$ cat src/rtl/fir_pkg.sv
// Shared FIR constants and sample type used by the output buffer slice.
package fir_pkg;

    localparam int FIR_DATA_W     = 16;
    localparam int FIR_OBUF_DEPTH = 8;

    typedef logic [FIR_DATA_W-1:0] sample_t;

endpackage

$ cat src/rtl/fir_out_buffer_if.sv
// Sample-in / FWFT-out bus of the FIR output buffer.
// Optional peak tracking ports exist only when FIR_OBUF_PEAK_EN is defined.
interface fir_out_buffer_if import fir_pkg::*; #(
    parameter int WIDTH = FIR_DATA_W,
    parameter int DEPTH = FIR_OBUF_DEPTH
);

    logic [WIDTH-1:0]         Yin;
    logic                     Yin_valid;
    logic [WIDTH-1:0]         Dout;
    logic                     Dout_valid;
    logic                     Dout_ready;
    logic [$clog2(DEPTH):0]   count;
    logic                     full;
    logic                     empty;
    logic                     overflow;
`ifdef FIR_OBUF_PEAK_EN
    logic                     peak_clr;
    logic [WIDTH-1:0]         peak;

    modport master (
        output Yin, Yin_valid, Dout_ready, peak_clr,
        input  Dout, Dout_valid, count, full, empty, overflow, peak
    );
    modport slave (
        input  Yin, Yin_valid, Dout_ready, peak_clr,
        output Dout, Dout_valid, count, full, empty, overflow, peak
    );
`else
    modport master (
        output Yin, Yin_valid, Dout_ready,
        input  Dout, Dout_valid, count, full, empty, overflow
    );
    modport slave (
        input  Yin, Yin_valid, Dout_ready,
        output Dout, Dout_valid, count, full, empty, overflow
    );
`endif

endinterface

$ cat src/rtl/fir_obuf_mem.sv
// Sample storage: one synchronous write port, one asynchronous read port.
module fir_obuf_mem import fir_pkg::*; #(
    parameter int WIDTH = FIR_DATA_W,
    parameter int DEPTH = FIR_OBUF_DEPTH
) (
    input  logic                     clk,
    input  logic                     we_i,
    input  logic [$clog2(DEPTH)-1:0] waddr_i,
    input  logic [WIDTH-1:0]         wdata_i,
    input  logic [$clog2(DEPTH)-1:0] raddr_i,
    output logic [WIDTH-1:0]         rdata_o
);

    logic [WIDTH-1:0] mem_q [DEPTH];

    always_ff @(posedge clk) begin
        if (we_i) begin
            mem_q[waddr_i] <= wdata_i;
        end
    end

    assign rdata_o = mem_q[raddr_i];

endmodule

$ cat src/rtl/fir_out_buffer.sv
// First-word fall-through buffer for FIR output samples with sticky overflow.
// Define FIR_OBUF_PEAK_EN to add the registered unsigned peak tracker.
module fir_out_buffer import fir_pkg::*; #(
    parameter int WIDTH = FIR_DATA_W,
    parameter int DEPTH = FIR_OBUF_DEPTH
) (
    input  logic            clk,
    input  logic            rst,
    fir_out_buffer_if.slave bus
);

    localparam int AW = $clog2(DEPTH);
    localparam int CW = AW + 1;

    logic [AW-1:0]    wr_ptr_q, wr_ptr_d;
    logic [AW-1:0]    rd_ptr_q, rd_ptr_d;
    logic [CW-1:0]    count_q, count_d;
    logic             overflow_q, overflow_d;
    logic             full, empty, push, pop;
    logic [WIDTH-1:0] rdata;

    always_comb begin
        full       = (count_q == CW'(DEPTH));
        empty      = (count_q == '0);
        pop        = !empty && bus.Dout_ready;
        // A pop frees a slot in the same cycle, so a full buffer still accepts.
        push       = bus.Yin_valid && (!full || pop);
        wr_ptr_d   = wr_ptr_q;
        rd_ptr_d   = rd_ptr_q;
        count_d    = count_q;
        overflow_d = overflow_q | (bus.Yin_valid & ~push);
        if (push) begin
            wr_ptr_d = wr_ptr_q + AW'(1);
        end
        if (pop) begin
            rd_ptr_d = rd_ptr_q + AW'(1);
        end
        case ({push, pop})
            2'b10:   count_d = count_q + CW'(1);
            2'b01:   count_d = count_q - CW'(1);
            default: count_d = count_q;
        endcase
    end

    always_ff @(posedge clk) begin
        if (rst) begin
            wr_ptr_q   <= '0;
            rd_ptr_q   <= '0;
            count_q    <= '0;
            overflow_q <= 1'b0;
        end else begin
            wr_ptr_q   <= wr_ptr_d;
            rd_ptr_q   <= rd_ptr_d;
            count_q    <= count_d;
            overflow_q <= overflow_d;
        end
    end

    fir_obuf_mem #(
        .WIDTH (WIDTH),
        .DEPTH (DEPTH)
    ) u_mem (
        .clk     (clk),
        .we_i    (push && !rst),
        .waddr_i (wr_ptr_q),
        .wdata_i (bus.Yin),
        .raddr_i (rd_ptr_q),
        .rdata_o (rdata)
    );

    // Storage is not cleared by reset, so Dout is forced to 0 while empty.
    assign bus.Dout       = empty ? '0 : rdata;
    assign bus.Dout_valid = !empty;
    assign bus.count      = count_q;
    assign bus.full       = full;
    assign bus.empty      = empty;
    assign bus.overflow   = overflow_q;

`ifdef FIR_OBUF_PEAK_EN
    logic [WIDTH-1:0] peak_q, peak_d;

    always_comb begin
        peak_d = peak_q;
        if (bus.peak_clr) begin
            peak_d = push ? bus.Yin : '0;
        end else if (push && (bus.Yin > peak_q)) begin
            peak_d = bus.Yin;
        end
    end

    always_ff @(posedge clk) begin
        if (rst) begin
            peak_q <= '0;
        end else begin
            peak_q <= peak_d;
        end
    end

    assign bus.peak = peak_q;
`endif

endmodule
$ cat src/flat_wrapper.sv
// flat-port wrapper written by rule: the top's interface ports become plain ports
module fir_out_buffer_flat import fir_pkg::*;
#(
    parameter int WIDTH = FIR_DATA_W,
    parameter int DEPTH = FIR_OBUF_DEPTH
)
  (clk, rst, bus_Yin, bus_Yin_valid, bus_Dout_ready, bus_Dout, bus_Dout_valid, bus_count, bus_full, bus_empty, bus_overflow);
  fir_out_buffer_if #(.WIDTH(WIDTH), .DEPTH(DEPTH)) bus_i ();
  input  logic clk;
  input  logic rst;
  input wire logic [$bits(bus_i.Yin)-1:0] bus_Yin;
  input wire logic [$bits(bus_i.Yin_valid)-1:0] bus_Yin_valid;
  input wire logic [$bits(bus_i.Dout_ready)-1:0] bus_Dout_ready;
  output wire logic [$bits(bus_i.Dout)-1:0] bus_Dout;
  output wire logic [$bits(bus_i.Dout_valid)-1:0] bus_Dout_valid;
  output wire logic [$bits(bus_i.count)-1:0] bus_count;
  output wire logic [$bits(bus_i.full)-1:0] bus_full;
  output wire logic [$bits(bus_i.empty)-1:0] bus_empty;
  output wire logic [$bits(bus_i.overflow)-1:0] bus_overflow;
  assign bus_i.Yin = bus_Yin;
  assign bus_i.Yin_valid = bus_Yin_valid;
  assign bus_i.Dout_ready = bus_Dout_ready;
  assign bus_Dout = bus_i.Dout;
  assign bus_Dout_valid = bus_i.Dout_valid;
  assign bus_count = bus_i.count;
  assign bus_full = bus_i.full;
  assign bus_empty = bus_i.empty;
  assign bus_overflow = bus_i.overflow;
  fir_out_buffer #(.WIDTH(WIDTH), .DEPTH(DEPTH)) u_core (.clk(clk), .rst(rst), .bus(bus_i));
endmodule
$ cat config.mk
export PLATFORM = sky130hd
export DESIGN_NAME = fir_out_buffer_flat
export DESIGN_NICKNAME = d
export VERILOG_FILES = /design/src/rtl/fir_pkg.sv /design/src/rtl/fir_out_buffer_if.sv /design/src/rtl/fir_obuf_mem.sv /design/src/rtl/fir_out_buffer.sv /design/src/flat_wrapper.sv
export SDC_FILE = /design/constraint.sdc
export NUM_CORES = 1
export LEC_CHECK = 0
export ABC_AREA = 1
export BUFFER_PORTS_ARGS = -buffer_cell sky130_fd_sc_hd__buf_2
export CORE_UTILIZATION = 25
export CTS_CLUSTER_SIZE = 40
export DETAILED_ROUTE_END_ITERATION = 12
export SLEW_MARGIN = 20
export SYNTH_ARGS = -nofsm -noshare
export SYNTH_HDL_FRONTEND = slang
export SYNTH_HIERARCHICAL = 1
export SYNTH_SLANG_ARGS = --single-unit
$ cat constraint.sdc
create_clock -name clk -period 2.9 [get_ports clk]
set_clock_uncertainty 0.2 [all_clocks]
set_input_delay 0.58 -clock clk [delete_from_list [all_inputs] [get_ports clk]]
set_output_delay 0.58 -clock clk [all_outputs]
set_load 0.02 [all_outputs]
==> results of run 1 <==
## cells by family (layout without fill, tap and decap cells)
group,Yosys count,count (layout),synth area share
DFF,139,139,0.6328
adders and majority gates,5,5,0.01091
xor gates and xnor gates,1,1,0.001364
and+or+nand+nor,334,334,0.2168
AOI/OAI and AO/OA,16,16,0.01344
buffers and inverters,191,259,0.1247
## area by class of cell
cell class,instances,share of cell area
sequential,139,0.5351
multi-input combinational,356,0.2077
inverter,166,0.08317
clock buffer,21,0.05797
tap,330,0.05435
timing repair buffer,61,0.04825
clock inverter,11,0.01350
## placed cells by master, fill, tap and decap left out, types with 2 or more instances in the layout
cell type and instances:
clkinvlp_4 3, inv_1 163, a21oi_1 7, buf_4 16
ha_1 4, buf_2 43, clkbuf_1 4, nand4_1 2
nor2_1 23, nand2_4 2, o21ai_0 7, nand3_2 2
edfxtp_1 128, nor2_4 2, nand2_1 223, bufinv_16 2
nor2_2 8, clkinv_1 7, nand3_1 71, dfxtp_1 10
clkbuf_16 17
## critical path, delay by kind of cell, from the launching register on
| kind | cells | cell delay [ns] |
|---|---|---|
| DFF | 1 | 0.39 |
| and+or+nand+nor | 5 | 0.33 |
| buffers and inverters | 5 | 0.77 |
## path summary, 6_finish.rpt
kind	slack (ns)	cells after the start	start	to
worst max-delay path	0.20	10	u_core/rd_ptr_q[1]$_SDFFE_PP0P_	bus_Dout[9]
worst min-delay path	0.26	1	bus_Yin[1]	u_core/u_mem/mem_q[2][1]$_DFFE_PP_
worst max register to register	0.68	7	u_core/bus.count[2]$_SDFFE_PP0P_	u_core/u_mem/mem_q[5][14]$_DFFE_PP_
worst min register to register	0.28	1	u_core/bus.overflow$_SDFF_PP0_	u_core/bus.overflow$_SDFF_PP0_
## through the flow
| stage | cells | utilization | area (um2) | hold slack, ns | power [mW] |
|---|---|---|---|---|---|
| after global routing | 1084 | 0.3017 | 7597 | 0.2616 | 6.148 |
| final | 1084 | 0.3017 | 7597 | 0.2643 | 5.822 |
| after floorplan | 686 | - | 6422 | 0.2311 | 3.416 |
| after CTS | 1080 | 0.2999 | 7552 | 0.2525 | 5.854 |
| after detailed placement | 1048 | 0.2779 | 6999 | 0.2530 | 3.846 |
| after global placement | 1048 | 0.2779 | 6999 | 0.2476 | 3.838 |
## sequential cells by signal, indices dropped and copies added, names as in the netlist
name	count
u_core/bus.count	4
u_core/bus.overflow	1
u_core/rd_ptr_q	3
u_core/u_mem/mem_q	128
u_core/wr_ptr_q	3
## per-layer routing
metal | wire length [um] | part of all wire | up-vias
met5 | 0 | 0 | -
met4 | 143 | 0.0099 | 0
met3 | 562 | 0.039 | 12
met2 | 6774 | 0.47 | 96
met1 | 6896 | 0.48 | 2065
li1 | - | - | 2223
## repair_timing
| item | CTS | global route |
|---|---|---|
| gates resized for setup | 3 | 5 |
| pin swaps | 0 | 0 |
| setup buffers | 0 | 4 |
| setup endpoints to repair | 16 | 4 |
## where the power goes
group / internal [mW] / total (mW) / switching [mW] / leakage [nW]
combinational: 0.473 / 1.52 / 1.05 / 1.99
clock: 1.24 / 2.00 / 0.757 / 0.256
sequential: 2.25 / 2.30 / 0.0516 / 1.25
total: 3.97 / 5.82 / 1.86 / 3.49
==> impl_metrics.py, run 1 <==
metrics = {
    "outcome": {
        "status": "complete, no violations",
    },
    "place": {
        "dpl.hpwl_mm": 8.906,
        "port_buffers": 43,
        "gp_congestion": 0.7409,
        "pre_cts_ws_ns": 0.2321,
    },
    "routing": {
        "wl_mm": 14.38,
        "post_drt_wl_per_cell_um": 13.26,
        "drt_first_pass_iters": 5,
        "num_vias": 4396,
        "viasPerCell": 4.055,
        "drt-initial-drc-count": 324,
        "drc": 0,
        "ant_nets": 0,
    },
    "global_routing": {
        "gr-total-overflow": 0,
        "grt_max_degree": 68,
        "grt_pass1_vias": 4013,
        "top_usage_layer": "met2",
        "track_usage": 0.1138,
        "use_met2": 0.1775,
        "grt_pass1_wl_mm": 22.48,
        "antenna_found_initial": 0,
        "use_met3": 0.02375,
        "gr-usage-met1": 0.1571,
    },
    "clock_network": {
        "clk_latency_ns": 0.41,
        "path_clk_slew_ns": 0.06,
        "cts_buffer_depth": 2,
        "cts_tree": "done",
        "cts_made_buffers": 17,
        "postCtsHoldBufs": 0,
        "root_buffer": "clkbuf_16",
        "htree_levels": 4,
        "cts.sinks": 139,
    },
    "worst_setup_path": {
        "crit_slowest_cell": "dfxtp_1",
        "cp.required_ns": 2.12,
        "crit_type": "reg -> out",
        "arrival_ns": 1.92,
        "cp_cell_sequence": "clkinvlp_4 > buf_4 > buf_4 > nand3_1 > nand2_1 > nand2_1 > nand2_1 > inv_1 > nor2_1 > buf_2",
        "crit_path_max_incr_delay_ns": 0.39,
        "start_kind": "flip-flop",
        "cp_common_cell": "nand2_1",
        "crit_fanout": 8,
        "end_kind": "output pin",
    },
    "timing": {
        "tightest_slew_ns": 0.7184,
        "hold_viol": 0,
        "setup_viol": 0,
        "maxSlewViolCount": 0,
        "fin_crit_ns": 2.698,
        "setup_ws_ns": 0.2017,
        "fin_setup_tns_ns": 0,
        "timing.fmax_mhz": 370.6,
        "rsz0062_at_grt": "no",
        "fin_crit_sh": 0.9304,
        "slew_headroom": 0.5205,
    },
    "floorplan": {
        "start_util": 0.2550,
        "die-area_mm2": 0.02633,
        "row_count": 58,
        "die_h_um": 162.3,
        "pin_count": 44,
        "fp.dieW_um": 162.3,
        "core_area_mm2": 0.02518,
    },
    "synth": {
        "yosys.area.top_type": "edfxtp_1",
        "synthTopCellsByArea": "edfxtp_1, nand2_1, inv_1",
        "syn_avg_cell_area_um2": 9.362,
        "syn-instance-count": 686,
        "ys_seq_area_frac": 0.6328,
        "yosysWarnings": 6,
        "synth_area_mm2": 0.006422,
        "synth_common_cells": "nand2_1, inv_1, edfxtp_1",
        "synth.distinct_cells": 24,
        "synth_edf_count": 128,
        "syn-num-nets": 711,
        "synth.top_cell.area_share": 0.5985,
        "yosys_register_bits": 139,
        "yosysMostFrequentCell": "nand2_1",
        "async_reset_ff_frac": 0,
        "synthFlopType": "edfxtp_1",
    },
    "flow_run": {
        "cap_viol_max_count": 0,
    },
    "power_and_ir_drop": {
        "peakVddDrop_mv": 0.4119,
        "p_leak_nw": 3.488,
        "p_per_area_mw_per_mm2": 766.3,
    },
    "layout": {
        "final-seq-area_mm2": 0.004065,
        "n_antenna_cell": 0,
        "area_growth_pct": 18.29,
        "multiInputGateArea_mm2": 0.001578,
        "final_nets": 766,
        "drive_gt1_frac": 0.1353,
        "final.fill_count": 2584,
    },
    "min_path": {
        "worstHoldPathType": "in -> reg",
    },
}
(Power assumes the default switching activity.)
==> run 2: changes to the inputs <==
==> constraint.sdc (replaced) <==
create_clock -name clk -period 3 [get_ports clk]
set_clock_uncertainty 0.2 [all_clocks]
set_input_delay 0.6 -clock clk [delete_from_list [all_inputs] [get_ports clk]]
set_output_delay 0.6 -clock clk [all_outputs]
set_load 0.02 [all_outputs]
==> impl_metrics.py, run 2 (synthesis results as in run 1) <==
metrics = {
    "place": {
        "pre_cts_ws_ns": 0.6798,
        "dp_cells": 1051,
        "gp_congestion": 0.7244,
        "port_buffers": 43,
        "dpl.hpwl_mm": 8.077,
        "dpl_cell_area_mm2": 0.007034,
    },
    "clock_network": {
        "cts.sinks": 139,
        "cts_buffer_depth": 2,
        "postCtsHoldBufs": 0,
        "path_clk_slew_ns": 0.06,
        "post_cts_buffers": 0,
        "cts_resized": 0,
        "cts_made_buffers": 17,
        "htree_levels": 4,
        "clk_latency_ns": 0.42,
        "root_buffer": "clkbuf_16",
        "cts_tree": "done",
    },
    "power_and_ir_drop": {
        "clockPowerShare": 0.356,
        "power_mw": 5.662,
        "p_per_area_mw_per_mm2": 745.0,
        "peakVddDrop_mv": 0.4683,
        "switching_share": 0.3106,
        "p_leak_nw": 3.510,
        "switchingPower_mw": 1.758,
        "p_int_mw": 3.904,
        "share_comb_of_total_power": 0.251,
        "seqPwrFrac": 0.393,
    },
    "worst_setup_path": {
        "cp.required_ns": 2.20,
        "start_kind": "flip-flop",
        "cp_common_cell": "nand2_1",
        "cp_cell_sequence": "inv_2 > buf_12 > nand2_1 > nand3_1 > nand2_1 > nand2_1 > nand2_1 > inv_1 > nor2_1 > buf_2",
        "crit_slowest_cell": "dfxtp_2",
        "crit_type": "reg -> out",
        "crit_path_max_incr_delay_ns": 0.32,
        "crit_fanout": 44,
        "end_kind": "output pin",
        "arrival_ns": 1.93,
    },
    "global_routing": {
        "track_usage": 0.1112,
        "antenna_found_initial": 0,
        "grt_pass1_wl_mm": 21.99,
        "grt_pass1_vias": 4035,
        "gr-total-overflow": 0,
        "grt_max_degree": 45,
    },
    "routing": {
        "ant_nets": 0,
        "viasPerCell": 3.927,
        "drt-initial-drc-count": 335,
        "drt_first_pass_iters": 5,
        "post_drt_wl_per_cell_um": 12.60,
        "drc": 0,
        "num_vias": 4253,
        "wl_mm": 13.64,
    },
    "min_path": {
        "worstHoldPathType": "in -> reg",
    },
    "timing": {
        "rsz0062_at_grt": "no",
        "fin_crit_sh": 0.9107,
        "setup_viol": 0,
        "tightest_slew_ns": 0.7080,
        "setup_ws_ns": 0.2678,
        "hold_viol": 0,
        "slew_headroom": 0.5275,
        "fin_setup_tns_ns": 0,
        "maxSlewViolCount": 0,
        "fin_crit_ns": 2.732,
        "timing.fmax_mhz": 366.0,
        "holdWs_ns": 0.2521,
    },
    "floorplan": {
        "die-area_mm2": 0.02633,
        "start_util": 0.2550,
        "pin_count": 44,
        "fp.dieW_um": 162.3,
        "die_h_um": 162.3,
        "row_count": 58,
        "core_area_mm2": 0.02518,
    },
    "layout": {
        "stdcell_count": 1083,
        "drive_gt1_frac": 0.1355,
        "fin_util": 0.3018,
        "final_nets": 765,
        "largest_register_ffs": 128,
        "final_common_cell": "nand2_1",
        "mostFrequentLayoutCells": "nand2_1, inv_1, edfxtp_1, nand3_1, buf_2",
        "n_antenna_cell": 0,
        "regMostFlops": "u_core/u_mem/mem_q",
        "area_growth_pct": 18.33,
        "design_area_mm2": 0.007600,
    },
    "flow_run": {
        "cap_viol_max_count": 0,
    },
    "outcome": {
        "status": "complete, no violations",
    },
}
-- run 2: cell types whose count changed in the layout (fill, tap and decap cells not counted), sizes merged --
cell / delta
clkinvlp: -3
buf: -1
clkinv: +2
clkbuf: -1
bufinv: +1
inv: +1
-- run 2: per-layer routing --
| layer | GRT usage | vias up | routed length, um |
|---|---|---|---|
| met5 | 0 | - | 0 |
| met3 | 0.02375 | 20 | 478 |
| met2 | 0.1843 | 79 | 6654 |
| li1 | - | 2218 | - |
| met1 | 0.1385 | 1936 | 6270 |
| met4 | 0.04931 | 0 | 238 |
-- run 2: worst paths after layout --
| path | start | end | slack [ns] | depth (start not counted) |
|---|---|---|---|---|
| min | bus_Yin[3] | u_core/u_mem/mem_q[4][3]$_DFFE_PP_ | 0.25 | 1 |
| min reg2reg | u_core/bus.overflow$_SDFF_PP0_ | u_core/bus.overflow$_SDFF_PP0_ | 0.27 | 1 |
| max reg2reg | u_core/bus.count[2]$_SDFFE_PP0P_ | u_core/u_mem/mem_q[5][13]$_DFFE_PP_ | 0.93 | 7 |
| max | u_core/rd_ptr_q[0]$_SDFFE_PP0P_ | bus_Dout[3] | 0.27 | 10 |
-- run 2: critical path, delay by kind of cell, from the launching register on --
family | cells | cell delay [ns]
buf+inv | 4 | 0.78
flops | 1 | 0.32
simple gates | 6 | 0.38
-- run 2: power by group through the flow --
stage | registers (mW) | logic, mW | clock network (mW)
after floorplan | 2.27 | 1.03 | 0
after global placement | 2.26 | 1.45 | 0
after global routing | 2.23 | 1.62 | 2.14
after CTS | 2.22 | 1.46 | 2.06
final | 2.22 | 1.42 | 2.02
after detailed placement | 2.26 | 1.45 | 0
-- run 2: final cells by class --
| class | count | area (um2) |
|---|---|---|
| timing repair buffer | 60 | 355.3 |
| fill | 2604 | 17580 |
| clock inverter | 12 | 128.9 |
| clock buffer | 20 | 436.7 |
| inverter | 166 | 623.1 |
| tap | 330 | 412.9 |
| sequential | 139 | 4065 |
| multi-input combinational | 356 | 1578 |
